===== src/rtl/tron_pkg.sv =====
// Shared definitions for the TRON position tracker: heading codes, FSM
// state encoding and the heading-reversal helper.
package tron_pkg;

    localparam logic [1:0] DIR_DOWN  = 2'b00;  // y+1
    localparam logic [1:0] DIR_RIGHT = 2'b01;  // x+1
    localparam logic [1:0] DIR_UP    = 2'b10;  // y-1
    localparam logic [1:0] DIR_LEFT  = 2'b11;  // x-1

    typedef enum logic [1:0] {
        ST_IDLE    = 2'b00,
        ST_RUN     = 2'b01,
        ST_CRASHED = 2'b10
    } tron_state_e;

    // Flipping bit 1 of a heading yields its opposite direction.
    function automatic logic is_reverse(input logic [1:0] req, input logic [1:0] cur);
        return req == (cur ^ 2'b10);
    endfunction

endpackage


===== src/rtl/tron_position_tracker_if.sv =====
// Control/status bundle between the game controller and the position tracker.
interface tron_position_tracker_if #(
    parameter int N_PLAYERS = 2,
    parameter int X_WIDTH   = 8,
    parameter int Y_WIDTH   = 7
);
    logic                           start;
    logic                           step;
    logic [2*N_PLAYERS-1:0]         dir_in;
    logic [N_PLAYERS-1:0]           dir_valid;
    logic [X_WIDTH*N_PLAYERS-1:0]   x;
    logic [Y_WIDTH*N_PLAYERS-1:0]   y;
    logic [2*N_PLAYERS-1:0]         dir;
    logic [N_PLAYERS-1:0]           alive;
    logic                           moved;
    logic                           game_over;

    modport master (output start, step, dir_in, dir_valid,
                    input  x, y, dir, alive, moved, game_over);
    modport slave  (input  start, step, dir_in, dir_valid,
                    output x, y, dir, alive, moved, game_over);
endinterface


===== src/rtl/tron_player_pos.sv =====
// One light-cycle: head position, heading, pending heading and alive bit.
// Arena edges are fatal unless TRON_WRAP_EN is defined (toroidal arena).
module tron_player_pos
    import tron_pkg::*;
#(
    parameter int               X_WIDTH = 8,
    parameter int               Y_WIDTH = 7,
    parameter logic [X_WIDTH-1:0] X_MAX  = 8'd159,
    parameter logic [Y_WIDTH-1:0] Y_MAX  = 7'd119,
    parameter logic [X_WIDTH-1:0] X_INIT = 8'd40,
    parameter logic [Y_WIDTH-1:0] Y_INIT = 7'd60,
    parameter logic [1:0]         D_INIT = 2'b01
) (
    input  logic               clk,
    input  logic               rst_n,
    input  logic               i_run,
    input  logic               i_reload,
    input  logic               i_step,
    input  logic [1:0]         i_dir_in,
    input  logic               i_dir_valid,
    output logic [X_WIDTH-1:0] o_x,
    output logic [Y_WIDTH-1:0] o_y,
    output logic [1:0]         o_dir,
    output logic               o_alive,
    output logic               o_alive_nxt
);

    logic [X_WIDTH-1:0] r_x;
    logic [Y_WIDTH-1:0] r_y;
    logic [1:0]         r_dir;
    logic [1:0]         r_pend;
    logic               r_alive;

    logic               w_req_ok;
    logic               w_move;
    logic [1:0]         w_head;
    logic [X_WIDTH-1:0] w_x_nxt;
    logic [Y_WIDTH-1:0] w_y_nxt;
    logic               w_oob;

`ifdef TRON_WRAP_EN
    localparam logic [X_WIDTH-1:0] X_ONE = {{(X_WIDTH-1){1'b0}}, 1'b1};
    localparam logic [Y_WIDTH-1:0] Y_ONE = {{(Y_WIDTH-1){1'b0}}, 1'b1};
`else
    localparam logic [X_WIDTH:0] X_ONE = {{X_WIDTH{1'b0}}, 1'b1};
    localparam logic [Y_WIDTH:0] Y_ONE = {{Y_WIDTH{1'b0}}, 1'b1};
    logic [X_WIDTH:0] w_x_ext;
    logic [Y_WIDTH:0] w_y_ext;
`endif

    // Request acceptance and the heading that a step in this cycle would use.
    always_comb begin
        w_req_ok = i_run & i_dir_valid & ~is_reverse(i_dir_in, r_dir);
        w_move   = i_run & i_step & r_alive;
        if (w_req_ok) begin
            w_head = i_dir_in;
        end else begin
            w_head = r_pend;
        end
    end

`ifdef TRON_WRAP_EN
    // Toroidal move: each edge wraps to the opposite one.
    always_comb begin
        w_x_nxt = r_x;
        w_y_nxt = r_y;
        w_oob   = 1'b0;
        case (w_head)
            DIR_DOWN:  w_y_nxt = (r_y == Y_MAX) ? {Y_WIDTH{1'b0}} : r_y + Y_ONE;
            DIR_RIGHT: w_x_nxt = (r_x == X_MAX) ? {X_WIDTH{1'b0}} : r_x + X_ONE;
            DIR_UP:    w_y_nxt = (r_y == {Y_WIDTH{1'b0}}) ? Y_MAX : r_y - Y_ONE;
            DIR_LEFT:  w_x_nxt = (r_x == {X_WIDTH{1'b0}}) ? X_MAX : r_x - X_ONE;
            default:   w_oob   = 1'b0;
        endcase
    end
`else
    // One extra bit lets underflow at 0 show up as a value above the max.
    always_comb begin
        w_x_ext = {1'b0, r_x};
        w_y_ext = {1'b0, r_y};
        case (w_head)
            DIR_DOWN:  w_y_ext = {1'b0, r_y} + Y_ONE;
            DIR_RIGHT: w_x_ext = {1'b0, r_x} + X_ONE;
            DIR_UP:    w_y_ext = {1'b0, r_y} - Y_ONE;
            DIR_LEFT:  w_x_ext = {1'b0, r_x} - X_ONE;
            default:   w_x_ext = {1'b0, r_x};
        endcase
        w_oob   = (w_x_ext > {1'b0, X_MAX}) | (w_y_ext > {1'b0, Y_MAX});
        w_x_nxt = w_x_ext[X_WIDTH-1:0];
        w_y_nxt = w_y_ext[Y_WIDTH-1:0];
    end
`endif

    // Position, heading, pending heading and alive state.
    always_ff @(posedge clk or negedge rst_n) begin
        if (!rst_n) begin
            r_x     <= X_INIT;
            r_y     <= Y_INIT;
            r_dir   <= D_INIT;
            r_pend  <= D_INIT;
            r_alive <= 1'b1;
        end else if (i_reload) begin
            r_x     <= X_INIT;
            r_y     <= Y_INIT;
            r_dir   <= D_INIT;
            r_pend  <= D_INIT;
            r_alive <= 1'b1;
        end else if (w_move) begin
            r_dir  <= w_head;
            r_pend <= w_head;
            if (w_oob) begin
                r_alive <= 1'b0;
            end else begin
                r_x <= w_x_nxt;
                r_y <= w_y_nxt;
            end
        end else if (w_req_ok) begin
            r_pend <= i_dir_in;
        end
    end

    assign o_x         = r_x;
    assign o_y         = r_y;
    assign o_dir       = r_dir;
    assign o_alive     = r_alive;
    assign o_alive_nxt = w_move ? ~w_oob : r_alive;

endmodule


===== src/rtl/tron_position_tracker.sv =====
// TRON multi-player coordinate engine: IDLE/RUN/CRASHED FSM, live count and
// move pulse around N_PLAYERS tron_player_pos instances. Option: TRON_WRAP_EN.
module tron_position_tracker
    import tron_pkg::*;
#(
    parameter int N_PLAYERS = 2,
    parameter int X_WIDTH   = 8,
    parameter int Y_WIDTH   = 7,
    parameter logic [X_WIDTH-1:0]           X_MAX  = 8'd159,
    parameter logic [Y_WIDTH-1:0]           Y_MAX  = 7'd119,
    parameter logic [X_WIDTH*N_PLAYERS-1:0] X_INIT = {8'd120, 8'd40},
    parameter logic [Y_WIDTH*N_PLAYERS-1:0] Y_INIT = {7'd60, 7'd60},
    parameter logic [2*N_PLAYERS-1:0]       D_INIT = {2'b11, 2'b01}
) (
    input  logic                    CLOCK_50,
    input  logic                    resetn,
    tron_position_tracker_if.slave  bus
);

    // A lone player crashes only when it dies; otherwise one survivor ends it.
    localparam logic [2:0] LIVE_MIN = (N_PLAYERS == 1) ? 3'd0 : 3'd1;

    tron_state_e            r_state;
    tron_state_e            w_state_nxt;
    logic                   w_run;
    logic                   w_reload;
    logic                   w_step_run;
    logic [N_PLAYERS-1:0]   w_alive_nxt;
    logic [2:0]             w_live_cnt;
    logic                   r_moved;
    logic                   r_game_over;

    genvar gi;
    generate
        for (gi = 0; gi < N_PLAYERS; gi++) begin : g_player
            tron_player_pos #(
                .X_WIDTH (X_WIDTH),
                .Y_WIDTH (Y_WIDTH),
                .X_MAX   (X_MAX),
                .Y_MAX   (Y_MAX),
                .X_INIT  (X_INIT[gi*X_WIDTH +: X_WIDTH]),
                .Y_INIT  (Y_INIT[gi*Y_WIDTH +: Y_WIDTH]),
                .D_INIT  (D_INIT[gi*2 +: 2])
            ) u_player (
                .clk         (CLOCK_50),
                .rst_n       (resetn),
                .i_run       (w_run),
                .i_reload    (w_reload),
                .i_step      (bus.step),
                .i_dir_in    (bus.dir_in[gi*2 +: 2]),
                .i_dir_valid (bus.dir_valid[gi]),
                .o_x         (bus.x[gi*X_WIDTH +: X_WIDTH]),
                .o_y         (bus.y[gi*Y_WIDTH +: Y_WIDTH]),
                .o_dir       (bus.dir[gi*2 +: 2]),
                .o_alive     (bus.alive[gi]),
                .o_alive_nxt (w_alive_nxt[gi])
            );
        end
    endgenerate

    // Number of players still alive once this cycle's move is applied.
    always_comb begin
        w_live_cnt = 3'd0;
        for (int i = 0; i < N_PLAYERS; i++) begin
            w_live_cnt = w_live_cnt + {2'b00, w_alive_nxt[i]};
        end
    end

    // FSM state register.
    always_ff @(posedge CLOCK_50 or negedge resetn) begin
        if (!resetn) begin
            r_state <= ST_IDLE;
        end else begin
            r_state <= w_state_nxt;
        end
    end

    // FSM next-state logic; start is ignored while running.
    always_comb begin
        w_state_nxt = r_state;
        case (r_state)
            ST_IDLE:    w_state_nxt = bus.start ? ST_RUN : ST_IDLE;
            ST_RUN:     w_state_nxt = (w_step_run && (w_live_cnt <= LIVE_MIN)) ? ST_CRASHED : ST_RUN;
            ST_CRASHED: w_state_nxt = bus.start ? ST_RUN : ST_CRASHED;
            default:    w_state_nxt = ST_IDLE;
        endcase
    end

    // FSM decoded controls for the player datapath.
    always_comb begin
        w_run      = (r_state == ST_RUN);
        w_reload   = (r_state == ST_CRASHED) & bus.start;
        w_step_run = w_run & bus.step;
    end

    // Registered status outputs, aligned with the position update edge.
    always_ff @(posedge CLOCK_50 or negedge resetn) begin
        if (!resetn) begin
            r_moved     <= 1'b0;
            r_game_over <= 1'b0;
        end else begin
            r_moved     <= w_step_run;
            r_game_over <= (w_state_nxt == ST_CRASHED);
        end
    end

    assign bus.moved     = r_moved;
    assign bus.game_over = r_game_over;

endmodule


===== src/flat_wrapper.sv =====
// flat-port wrapper written by rule: the top's interface ports become plain ports
module tron_position_tracker_flat import tron_pkg::*;
#(
    parameter int N_PLAYERS = 2,
    parameter int X_WIDTH   = 8,
    parameter int Y_WIDTH   = 7,
    parameter logic [X_WIDTH-1:0]           X_MAX  = 8'd159,
    parameter logic [Y_WIDTH-1:0]           Y_MAX  = 7'd119,
    parameter logic [X_WIDTH*N_PLAYERS-1:0] X_INIT = {8'd120, 8'd40},
    parameter logic [Y_WIDTH*N_PLAYERS-1:0] Y_INIT = {7'd60, 7'd60},
    parameter logic [2*N_PLAYERS-1:0]       D_INIT = {2'b11, 2'b01}
)
  (CLOCK_50, resetn, bus_start, bus_step, bus_dir_in, bus_dir_valid, bus_x, bus_y, bus_dir, bus_alive, bus_moved, bus_game_over);
  tron_position_tracker_if #(.N_PLAYERS(N_PLAYERS), .X_WIDTH(X_WIDTH), .Y_WIDTH(Y_WIDTH)) bus_i ();
  input  logic CLOCK_50;
  input  logic resetn;
  input wire logic [$bits(bus_i.start)-1:0] bus_start;
  input wire logic [$bits(bus_i.step)-1:0] bus_step;
  input wire logic [$bits(bus_i.dir_in)-1:0] bus_dir_in;
  input wire logic [$bits(bus_i.dir_valid)-1:0] bus_dir_valid;
  output wire logic [$bits(bus_i.x)-1:0] bus_x;
  output wire logic [$bits(bus_i.y)-1:0] bus_y;
  output wire logic [$bits(bus_i.dir)-1:0] bus_dir;
  output wire logic [$bits(bus_i.alive)-1:0] bus_alive;
  output wire logic [$bits(bus_i.moved)-1:0] bus_moved;
  output wire logic [$bits(bus_i.game_over)-1:0] bus_game_over;
  assign bus_i.start = bus_start;
  assign bus_i.step = bus_step;
  assign bus_i.dir_in = bus_dir_in;
  assign bus_i.dir_valid = bus_dir_valid;
  assign bus_x = bus_i.x;
  assign bus_y = bus_i.y;
  assign bus_dir = bus_i.dir;
  assign bus_alive = bus_i.alive;
  assign bus_moved = bus_i.moved;
  assign bus_game_over = bus_i.game_over;
  tron_position_tracker #(.N_PLAYERS(N_PLAYERS), .X_WIDTH(X_WIDTH), .Y_WIDTH(Y_WIDTH), .X_MAX(X_MAX), .Y_MAX(Y_MAX), .X_INIT(X_INIT), .Y_INIT(Y_INIT), .D_INIT(D_INIT)) u_core (.CLOCK_50(CLOCK_50), .resetn(resetn), .bus(bus_i));
endmodule

===== config.mk =====
export PLATFORM = sky130hd
export DESIGN_NAME = tron_position_tracker_flat
export DESIGN_NICKNAME = d
export VERILOG_FILES = /design/src/rtl/tron_pkg.sv /design/src/rtl/tron_position_tracker_if.sv /design/src/rtl/tron_player_pos.sv /design/src/rtl/tron_position_tracker.sv /design/src/flat_wrapper.sv
export SDC_FILE = /design/constraint.sdc
export NUM_CORES = 1
export LEC_CHECK = 0
export ABC_AREA = 0
export CAP_MARGIN = 25
export CORE_MARGIN = 3
export CORE_UTILIZATION = 60
export DETAILED_ROUTE_END_ITERATION = 7
export GPL_ROUTABILITY_DRIVEN = 1
export PLACE_DENSITY_LB_ADDON = 0.3
export RECOVER_POWER = 25
export SLEW_MARGIN = 25
export SYNTH_ARGS = -nofsm -noshare
export SYNTH_HDL_FRONTEND = slang
export SYNTH_HIERARCHICAL = 1
export SYNTH_SLANG_ARGS = --single-unit
export TNS_END_PERCENT = 100

===== constraint.sdc =====
create_clock -name CLOCK_50 -period 6.9 [get_ports CLOCK_50]
set_input_delay 0.69 -clock CLOCK_50 [delete_from_list [all_inputs] [get_ports CLOCK_50]]
set_output_delay 0.69 -clock CLOCK_50 [all_outputs]
set_load 0.005 [all_outputs]

; ---- Word-level counts from Yosys, hierarchy flattened
; Index checks and enable logic that the tools add are counted.
[op_classes]
addsub = 9
mul = 0
div_mod_pow = 0
magnitude_cmp = 5
eq_ne = 13
shift = 0
n_mux = 36
n_bitwise = 16
reduce_logical = 12
[op_table]
columns = cell, count
row1 = 2-to-1 mux 8 bit, 6
row2 = 2-to-1 mux 7 bit, 6
row3 = one-hot mux 9 bit (2 select lines), 2
row4 = one-hot mux 8 bit (2 select lines), 2
row5 = 2-to-1 mux 2 bit, 10
row6 = adder 8 x 1 -> 9 bit (second input constant), 2
row7 = greater-than comparator 9 x 8 -> 1 bit (second input constant), 2
row8 = subtractor 8 x 1 -> 9 bit (second input constant), 2
row9 = adder 7 x 1 -> 8 bit (second input constant), 2
row10 = greater-than comparator 8 x 7 -> 1 bit (second input constant), 2
row11 = subtractor 7 x 1 -> 8 bit (second input constant), 2
row12 = equality test 2 bit (second input constant), 6
row13 = 2-to-1 mux 1 bit, 9
row14 = AND 1 bit, 8
row15 = AND reduction 2 bit, 4
row16 = nonzero test 2 bit, 4
row17 = equality test 2 x 1 -> 1 bit (second input constant), 3
row18 = zero test 2 bit, 3
row19 = inverter 1 bit, 6
row20 = one-hot mux 2 bit (3 select lines), 1
row21 = equality test 2 bit, 2
row22 = <= comparator 3 x 1 -> 1 bit (second input constant), 1
row23 = adder 1 x 1 -> 2 bit, 1
row24 = inequality test 2 x 1 -> 1 bit (second input constant), 1
row25 = 3 further kinds, 4
[word_totals]
ff_bits = 44
latchBits = 0
ram_bits = 0
mem_bits_ro = 0
inputBits = 10
wordCells = 104
memories = 0

; ---- Longest topological paths before layout
; Gate-level depths: netlist of run 1.
[depth]
word_depth = 17
depth_mapped = 18
ltp_nobuf = 17

; ---- Hierarchy
; The synthesis of run 1 kept the hierarchy.
[by_module_without_submodules]
columns = mod, n_inst, cells_per_inst, area_per_inst_um2, seq_area_each_um2
row1 = tron_player_pos at u_core.g_player[1].u_player, 1, 209, 1825.5, 516.7
row2 = tron_player_pos at u_core.g_player[0].u_player, 1, 205, 1764.2, 511.7
row3 = tron_position_tracker, 1, 14, 161.4, 100.1

; ---- Worst setup path after synthesis of run 1
; OpenSTA, ideal clock, no wires.
[synth_path]
path_kind = input to register
from = in bus_dir_in[0]
to = reg u_core.r_state[0]
setup_time_ns = 0.121
arrival_time_ns = 3.790
path_slack_ns = 2.988
stages = 15
n_path_buf = 0
cell_sequence = xor2_1 -> o21ai_0 -> mux2i_2 -> nor2_1 -> fa_1 -> a211oi_1 -> nor2_1 -> xor2_1 -> nand3_1 -> or3_1 -> o211ai_1 -> o211ai_1 -> and2_1 -> a21bo_2 -> o2bb2ai_1
[synth_between]
elab_chain_len = 15
word_cells_on_any_way = 20
cone_classes = 1 x add/sub / 3 x order compare / 4 x eq/ne / 6 x mux / 4 x bitwise / 2 x reduce/logical
[synth_rtl]
columns = element, line_no
row1 = start: declaration, flat_wrapper.sv:19  ; input wire logic [$bits(bus_i.dir_in)-1:0] bus_dir_in;
row2 = equality test 2 bit, tron_pkg.sv:18  ; return req == (cur ^ 2'b10);
row3 = inverter 1 bit, tron_player_pos.sv:53  ; w_req_ok = i_run & i_dir_valid & ~is_reverse(i_dir_in, r_dir);
row4 = AND 1 bit, tron_player_pos.sv:53
row5 = 2-to-1 mux 2 bit (*), --
row6 = equality test 2 bit (tied with other cells), tron_player_pos.sv:81  ; case (w_head)
row7 = one-hot mux 9 bit (2 select lines) / one-hot mux 8 bit (2 select lines) (equally long branches), tron_player_pos.sv:81
row8 = greater-than comparator 9 x 8 -> 1 bit / greater-than comparator 8 x 7 -> 1 bit (equally long branches), tron_player_pos.sv:88  ; w_oob = (w_x_ext > {1'b0, X_MAX}) | (w_y_ext > {1'b0, Y_MAX});
row9 = bitwise OR 1 bit (*), tron_player_pos.sv:88
row10 = inverter 1 bit (*), tron_player_pos.sv:126  ; assign o_alive_nxt = w_move ? ~w_oob : r_alive;
row11 = 2-to-1 mux 1 bit (*), tron_player_pos.sv:126
row12 = net u_core.w_alive_nxt[0], tron_position_tracker.sv:28  ; logic [N_PLAYERS-1:0] w_alive_nxt;
row13 = adder 1 x 1 -> 2 bit (*), tron_position_tracker.sv:65  ; w_live_cnt = w_live_cnt + {2'b00, w_alive_nxt[i]};
row14 = <= comparator 3 x 1 -> 1 bit (*), tron_position_tracker.sv:83  ; ST_RUN: w_state_nxt = (w_step_run && (w_live_cnt <= LIVE_MIN)) ? ST_CRASHED : ST_RUN;
row15 = logical AND 1 bit (*), tron_position_tracker.sv:83
row16 = 2-to-1 mux 2 bit (*), tron_position_tracker.sv:83
row17 = one-hot mux 2 bit (3 select lines) (*), tron_position_tracker.sv:81  ; case (r_state)
row18 = net u_core.w_state_nxt[0], tron_position_tracker.sv:24  ; tron_state_e w_state_nxt;
row19 = end signal: assignment, tron_position_tracker.sv:74  ; r_state <= w_state_nxt;
row20 = end: declaration, tron_position_tracker.sv:23  ; tron_state_e r_state;
; Mark *: on every way through the listed nets, which the timed path passes. The rest lies on a longest branch.
; A chain may end at the register's enable or synchronous reset.

; ---- Worst setup path in the final report of run 1
[layout_path]
from = in bus_dir_in[1]
to = reg u_core.g_player[0].u_player.r_x[2]
[layout_between]
elab_chain_len = 10
word_cells_on_any_way = 18
cone_classes = 2 x order compare / 5 x eq/ne / 6 x mux / 3 x bitwise / 2 x reduce/logical
[layout_rtl]
columns = element, line_no
row1 = equality test 2 bit, tron_pkg.sv:18
row2 = inverter 1 bit, tron_player_pos.sv:53
row3 = AND 1 bit, tron_player_pos.sv:53
row4 = 2-to-1 mux 2 bit (*), --
row5 = equality test 2 bit (tied with other cells), tron_player_pos.sv:81
row6 = one-hot mux 9 bit (2 select lines) / one-hot mux 8 bit (2 select lines) (equally long branches), tron_player_pos.sv:81
row7 = greater-than comparator 9 x 8 -> 1 bit / greater-than comparator 8 x 7 -> 1 bit (equally long branches), tron_player_pos.sv:88
row8 = bitwise OR 1 bit, tron_player_pos.sv:88
row9 = inequality test 2 bit (no line), --
row10 = AND reduction 2 bit (no line), --
row11 = end signal: assignment, tron_player_pos.sv:114  ; r_x <= w_x_nxt;
row12 = end: declaration, tron_player_pos.sv:28  ; logic [X_WIDTH-1:0] r_x;
; Every way passes the cells marked *; elsewhere a longest branch is shown, timed or not. The select of a mux whose other input is x is not followed.

==> flow_summary.yaml, run 1 <==
final_layout:
  nFillCells: 463
  synthToLayoutAreaGrowth_pct: 16.2
  drive_gt1_frac: 0.139
  multi_input_comb_area_um2: 2490
  n_antenna_cell: 0
  num-nets-final: 494
  register_area_um2: 1130
  final_util: 0.728
yosys:
  ys_ff_latch: 44
  synth.yosys.warnings: 6
  synthesis.area_per_instance_um2: 8.76
  synth_fp_nets: 454
  yosys.area.top_type: "sky130_fd_sc_hd__dfstp_2"
  synth_edf_count: 0
  syn_area_um2: 3750
  synth_ff_type: "sky130_fd_sc_hd__dfstp_2"
  synth-seq-area-share: 0.301
  async_flop_share: 1.00
  post_synth_main_area_contributors: "sky130_fd_sc_hd__dfstp_2 15%, sky130_fd_sc_hd__dfrtp_1 15%, sky130_fd_sc_hd__ha_1 4.7%"
  synthDistinctLibCells: 75
  top_area_cell_type_share_of_the_netlist_area: 0.154
  netlist_instances: 428
detailed_routing:
  remaining_drc_errors: 0
  wl_per_cell_um: 17.5
  ant_nets: 0
  viasPerCell: 6.50
  drtIter0Drc: 381
  num_vias: 3536
  wl_um: 9520
  dr.pass1.iters: 5
worst_setup_path:
  critPathLaunchType: "input port"
  criticalPathCategory: "in2reg"
  cp_max_fo: 9
  timing.critical_path.to_type: "register"
  cp.arrival_ns: 5.08
  timing.critical_path.required_ns: 7.10
floorplan:
  die_w_um: 85.1
  io_pins: 48
  core-area_um2: 5990
  num_rows: 28
  floorplan.die_area_um2: 7240
  initial_utilization: 0.626
  chipHeight_um: 85.1
timing:
  timing.final.ws_setup_ns: 2.03
  grt_setup_unrepaired: "false"
  post-route-period-util: 0.706
  finalSetupTns_ns: 0
  final-setup-viol-count: 0
  post_layout_minimum_cycle_time_ns: 4.87
  fin_worst_skew_ns: 0.00657
  timing.final.max_slew_violations: 45
  hold_viol: 0
  max_slew_margin: -0.635
  worst_slew_pin_slew_ns: 2.45
  fmax_mhz: 205
flow_run:
  max_cap_check_violation_count: 1
cts:
  clock_tree_from_tritoncts: "built"
  cts-resized-gates: 0
  insertion_delay_of_the_later_clocked_pin_in_the_worst_skew_pair_ns: 0.31
  ctsRootBufferMaster: "sky130_fd_sc_hd__clkbuf_8"
  clkSlewWorstSetupHoldPaths_ns: 0.10
  holdBufCountCts: 0
  htree_levels: 2
  cts.sinks: 44
  cts-buffers-inserted: 5
  clock_tree.buffer_depth: 2
  postCtsSetupBuffers: 0
placement:
  place.gp.congestion: 0.930
  dpl_worst_slack_ns: 1.60
  port_buffers: 47
  dpl.hpwl_um: 6620
worst_hold_path:
  path_category_of_the_worst_min_delay_check: "reg2reg"
global_route:
  first_global_vias: 3238
  grt_first_pass_wirelength_um: 15800
  grt_remaining_overflow: 0
  grt_antenna_before_repair: 0
  largest_net_degree_at_the_start_of_global_routing: 45
  grt_usage: 0.265
power_and_ir_drop:
  worst_ir_drop_vdd_mv: 0.355
  p_leak_uw: 0.00173
  power_density_nw_per_um2: 506
status:
  status: "finished, violations left"
  violations: "max-capacitance violations, max-slew violations"
-- cell type report --
cell class              instances  share of cell area
multi-input cells             353               0.570
clock inverters                 3              0.0106
flip-flops and latches         44               0.259
repair buffers                 49               0.110
inverters                      15              0.0129
clock buffers                   5              0.0158
well taps                      75              0.0215
-- path summary, 6_finish.rpt --
check                                        from  slack, ns  cells past startpoint                                 end
worst min register to register  u_core/r_state[0]       0.48                      1                   u_core/r_state[0]
min in group asynchronous                  resetn       1.12                      1  u_core/g_player[1].u_player/o_x[2]
worst max register to register  u_core/r_state[1]       2.18                     16                   u_core/r_state[0]
worst max-delay path                bus_dir_in[1]       2.03                     14  u_core/g_player[0].u_player/o_x[2]
max in group asynchronous                  resetn       4.39                      1                u_core/bus.game_over
worst min-delay path            u_core/r_state[0]       0.48                      1                   u_core/r_state[0]
-- power by group --
| part | internal [µW] | switching (µW) |
|---|---|---|
| logic | 652 | 782 |
| registers | 403 | 157 |
| clock network | 109 | 104 |
| total | 1160 | 1040 |
-- placed cells by master, fill, tap and decap left out, types with 14 or more instances in the layout --
| cell type | n |
|---|---|
| sky130_fd_sc_hd__dfrtp_1 | 22 |
| sky130_fd_sc_hd__o21ai_0 | 20 |
| sky130_fd_sc_hd__nand2_1 | 27 |
| sky130_fd_sc_hd__inv_1 | 14 |
| sky130_fd_sc_hd__ha_1 | 14 |
| sky130_fd_sc_hd__clkdlybuf4s50_1 | 46 |
| sky130_fd_sc_hd__nand3_1 | 17 |
| sky130_fd_sc_hd__a21oi_1 | 21 |
| sky130_fd_sc_hd__nor2_1 | 45 |
| sky130_fd_sc_hd__mux2i_1 | 14 |
| sky130_fd_sc_hd__dfstp_2 | 22 |
| sky130_fd_sc_hd__nor3_1 | 16 |
-- worst max-delay path, stage by stage --
cell and delay (ns):
sky130_fd_sc_hd__clkdlybuf4s50_1 0.54, sky130_fd_sc_hd__xnor2_2 0.22, sky130_fd_sc_hd__o21ai_0 0.26, sky130_fd_sc_hd__mux2i_2 0.58
sky130_fd_sc_hd__nor2_1 0.29, sky130_fd_sc_hd__ha_1 0.42, sky130_fd_sc_hd__o21ai_0 0.31, sky130_fd_sc_hd__nor2_1 0.10
sky130_fd_sc_hd__o21ai_0 0.27, sky130_fd_sc_hd__a32o_1 0.17, sky130_fd_sc_hd__mux2_2 0.18, sky130_fd_sc_hd__nand4_1 0.36
sky130_fd_sc_hd__a211oi_1 0.35, sky130_fd_sc_hd__mux2_1 0.35
-- cells in the mapped netlist (3+ instances only) --
library cell	number
sky130_fd_sc_hd__mux2i_1	14
sky130_fd_sc_hd__a311oi_1	3
sky130_fd_sc_hd__nand2_1	27
sky130_fd_sc_hd__inv_1	14
sky130_fd_sc_hd__nand2b_1	5
sky130_fd_sc_hd__or3_1	8
sky130_fd_sc_hd__and2_1	7
sky130_fd_sc_hd__dfstp_2	22
sky130_fd_sc_hd__nand3_1	17
sky130_fd_sc_hd__and4_1	3
sky130_fd_sc_hd__clkbuf_1	9
sky130_fd_sc_hd__buf_6	3
sky130_fd_sc_hd__o31ai_1	3
sky130_fd_sc_hd__o2bb2ai_1	3
sky130_fd_sc_hd__a21oi_2	3
sky130_fd_sc_hd__nor2_1	46
sky130_fd_sc_hd__o21bai_1	5
sky130_fd_sc_hd__a211oi_2	3
sky130_fd_sc_hd__o211ai_1	10
sky130_fd_sc_hd__or2_2	4
sky130_fd_sc_hd__dfrtp_1	22
sky130_fd_sc_hd__o21ai_0	20
sky130_fd_sc_hd__o22ai_1	6
sky130_fd_sc_hd__o21a_1	5
sky130_fd_sc_hd__ha_1	14
sky130_fd_sc_hd__xnor2_1	7
sky130_fd_sc_hd__and3_1	7
sky130_fd_sc_hd__nor3b_1	3
sky130_fd_sc_hd__nor2b_1	10
sky130_fd_sc_hd__a21oi_1	21
sky130_fd_sc_hd__xor2_1	12
sky130_fd_sc_hd__nor3_1	16
sky130_fd_sc_hd__mux2_1	7
sky130_fd_sc_hd__a211o_1	5
sky130_fd_sc_hd__a211oi_1	9
-- kinds of logic after synthesis --
group | Yosys count | synth area share
simple gates | 171 | 0.241
compound gates | 122 | 0.245
flops | 44 | 0.301
buf+inv | 31 | 0.0397
mux | 24 | 0.0680
xor+xnor | 20 | 0.0487
fa+ha+maj | 16 | 0.0574
-- state kept, by name, summed over array words and instances, names as in the netlist --
name and cells:
u_core/bus.moved 1, u_core/r_state 2, u_core/g_player.u_player/o_alive 2, u_core/bus.game_over 1
u_core/g_player.u_player/o_y 14, u_core/g_player.u_player/r_pend 4, u_core/g_player.u_player/o_dir 4, u_core/g_player.u_player/o_x 16
-- through the flow --
stage | power [µW] | instances | hold WS, ns | area, µm²
after floorplan | 1530 | 428 | 0.394 | 3750
after global placement | 1890 | 536 | 0.453 | 4240
after detailed placement | 1950 | 536 | 0.475 | 4240
after CTS | 2190 | 544 | 0.487 | 4360
after global routing | 2380 | 544 | 0.511 | 4360
final | 2210 | 544 | 0.484 | 4360
-- layer usage --
layer,routed length (µm),global-route usage
met1,4380,0.387
met2,4360,0.416
met3,631,0.0456
met4,143,0.0547
met5,0,0
Note: power is estimated with default switching activity, not from simulation.
==> run 2: changes to the inputs <==
Settings changed: CORE_UTILIZATION 60 to 57.
Clock period 6.9 ns to 4.6 ns, I/O delays scaled along.
==> run 2 against run 1 <==
Effect of this change:
- the flow still finishes with violations (max-capacitance violations, max-slew violations)
- largest power group unchanged
- wire length grew 1.3%
- sequential cell count stayed put
- sequential share of layout area decreased by 0.44 points
- critical path type unchanged
==> flow_summary.yaml, run 2 (synthesis gave the netlist of run 1 again) <==
detailed_routing:
  viasPerCell: 6.41
  ant_nets: 0
  wl_um: 9640
  drtIter0Drc: 297
  wl_per_cell_um: 17.3
  dr.pass1.iters: 5
  remaining_drc_errors: 0
  num_vias: 3565
timing:
  fmax_mhz: 240
  final-setup-viol-count: 0
  timing.hold.ws_ns: 0.487
  post-route-period-util: 0.908
  post_layout_minimum_cycle_time_ns: 4.17
  worst_slew_pin_slew_ns: 2.42
  fin_worst_skew_ns: 0.00775
  grt_setup_unrepaired: "false"
  timing.final.max_slew_violations: 45
  max_slew_margin: -0.611
  finalSetupTns_ns: 0
  hold_viol: 0
worst_setup_path:
  cp_max_fo: 9
  r2r_setup_slack_ns: 0.44
  reg2regPathDepth: 15
  cp.arrival_ns: 4.37
  timing.critical_path.to_type: "register"
  critPathLaunchType: "input port"
  crit-reg2reg-launch: "u_core/r_state[1]"
  r2r_end: "u_core/g_player[0].u_player/o_x[2]"
  criticalPathCategory: "in2reg"
  timing.critical_path.required_ns: 4.79
global_route:
  largest_net_degree_at_the_start_of_global_routing: 45
  grt_usage: 0.265
  grt_remaining_overflow: 0
  first_global_vias: 3486
  grt_first_pass_wirelength_um: 16300
  grt_antenna_before_repair: 0
cts:
  htree_levels: 2
  clock_tree.buffer_depth: 2
  clkSlewWorstSetupHoldPaths_ns: 0.09
  ctsRootBufferMaster: "sky130_fd_sc_hd__clkbuf_8"
  clock_tree_from_tritoncts: "built"
  postCtsSetupBuffers: 0
  holdBufCountCts: 0
  cts-resized-gates: 0
  insertion_delay_of_the_later_clocked_pin_in_the_worst_skew_pair_ns: 0.30
  cts.sinks: 44
  cts-buffers-inserted: 5
floorplan:
  core-area_um2: 6130
  chipHeight_um: 87.1
  io_pins: 48
  floorplan.die_area_um2: 7590
  num_rows: 28
  die_w_um: 87.1
  initial_utilization: 0.612
power_and_ir_drop:
  worst_ir_drop_vdd_mv: 0.427
  p_leak_uw: 0.00180
  fin_total_pwr_uw: 3350
  power_density_nw_per_um2: 755
final_layout:
  layout_common_cells: "46 x sky130_fd_sc_hd__clkdlybuf4s50_1, 45 x sky130_fd_sc_hd__nor2_1, 27 x sky130_fd_sc_hd__nand2_1"
  drive_gt1_frac: 0.160
  largest_register_ffs: 16
  nFillCells: 468
  synthToLayoutAreaGrowth_pct: 18.2
  layout.cells.non_filler: 556
  num-nets-final: 506
  final_common_cell: "sky130_fd_sc_hd__clkdlybuf4s50_1"
  finish.instance_area_um2: 4440
  n_antenna_cell: 0
placement:
  cell_area_after_placement_um2: 4330
  port_buffers: 47
  numPlacedInstances: 548
  dpl.hpwl_um: 7120
  place.gp.congestion: 0.902
status:
  violations: "max-capacitance violations, max-slew violations"
  status: "finished, violations left"
worst_hold_path:
  hold_depth: 1
  path_category_of_the_worst_min_delay_check: "reg2reg"
  min_delay_worst_endpoint: "u_core/r_state[0]"
  hold_start: "u_core/r_state[0]"
flow_run:
  max_cap_check_violation_count: 1
## run 2: final cells by class
cell class	instances	area, µm²	share of cell area
Clock buffer	5	68.8	0.0155
Clock inverter	3	42.5	0.00959
Inverter	15	56.3	0.0127
Multi-Input combinational cell	353	2480	0.558
Sequential cell	44	1130	0.254
Tap cell	75	93.8	0.0212
Timing Repair Buffer	61	569	0.128
## run 2: worst max-delay path by stage
stage | slack [ns] | start | depth (start not counted) | endpoint
after global placement | 0.34 | bus_dir_in[1] | 14 | u_core/g_player[0].u_player/o_x[2]
after global routing | 0.06 | u_core/r_state[1] | 15 | u_core/g_player[0].u_player/o_x[2]
after detailed placement | 0.20 | bus_dir_in[0] | 14 | u_core/g_player[0].u_player/o_x[2]
after floorplan | 0.79 | u_core/g_player[0].u_player/o_dir[0] | 16 | u_core/r_state[0]
after CTS | 0.52 | bus_dir_in[1] | 14 | u_core/g_player[0].u_player/o_x[2]
final | 0.43 | bus_dir_in[1] | 14 | u_core/g_player[0].u_player/o_x[2]
## run 2: report_power, final
group          leakage, µW  switching, µW  internal, µW
Combinational      0.00122           1170          1030
Clock            0.0000541            149           161
Sequential        0.000523            238           605
## run 2: critical path, cell delays in order
cell and delay [ns]:
sky130_fd_sc_hd__clkdlybuf4s50_1 0.53, sky130_fd_sc_hd__xnor2_2 0.29, sky130_fd_sc_hd__o21ai_0 0.18, sky130_fd_sc_hd__mux2i_2 0.19, sky130_fd_sc_hd__nor2_1 0.33, sky130_fd_sc_hd__ha_1 0.32
sky130_fd_sc_hd__a211oi_1 0.30, sky130_fd_sc_hd__nor2_1 0.11, sky130_fd_sc_hd__o21ai_0 0.28, sky130_fd_sc_hd__a32o_1 0.17, sky130_fd_sc_hd__mux2_2 0.18, sky130_fd_sc_hd__nand4_1 0.35
sky130_fd_sc_hd__a211oi_1 0.33, sky130_fd_sc_hd__mux2_1 0.35
## run 2: layer usage
layer | global-route usage | vias to the layer above | part of all wire
li1 | - | 1693 | -
met1 | 0.364 | 1699 | 0.46
met2 | 0.427 | 151 | 0.46
met3 | 0.0426 | 22 | 0.062
met4 | 0.0879 | 0 | 0.017
met5 | 0 | - | 0
## run 2: metrics by stage
stage,util,setup WS (ns)
final,0.723,0.425
after global routing,0.723,0.0642
after CTS,0.724,0.520
after detailed placement,0.706,0.199
after global placement,0.706,0.340
after floorplan,-,0.787
==> run 3: changes to the inputs <==
Settings changed: SKIP_LAST_GASP set to 1.
==> results of run 3 <==
Final layout, timing and power as in run 2 (identical DEF).
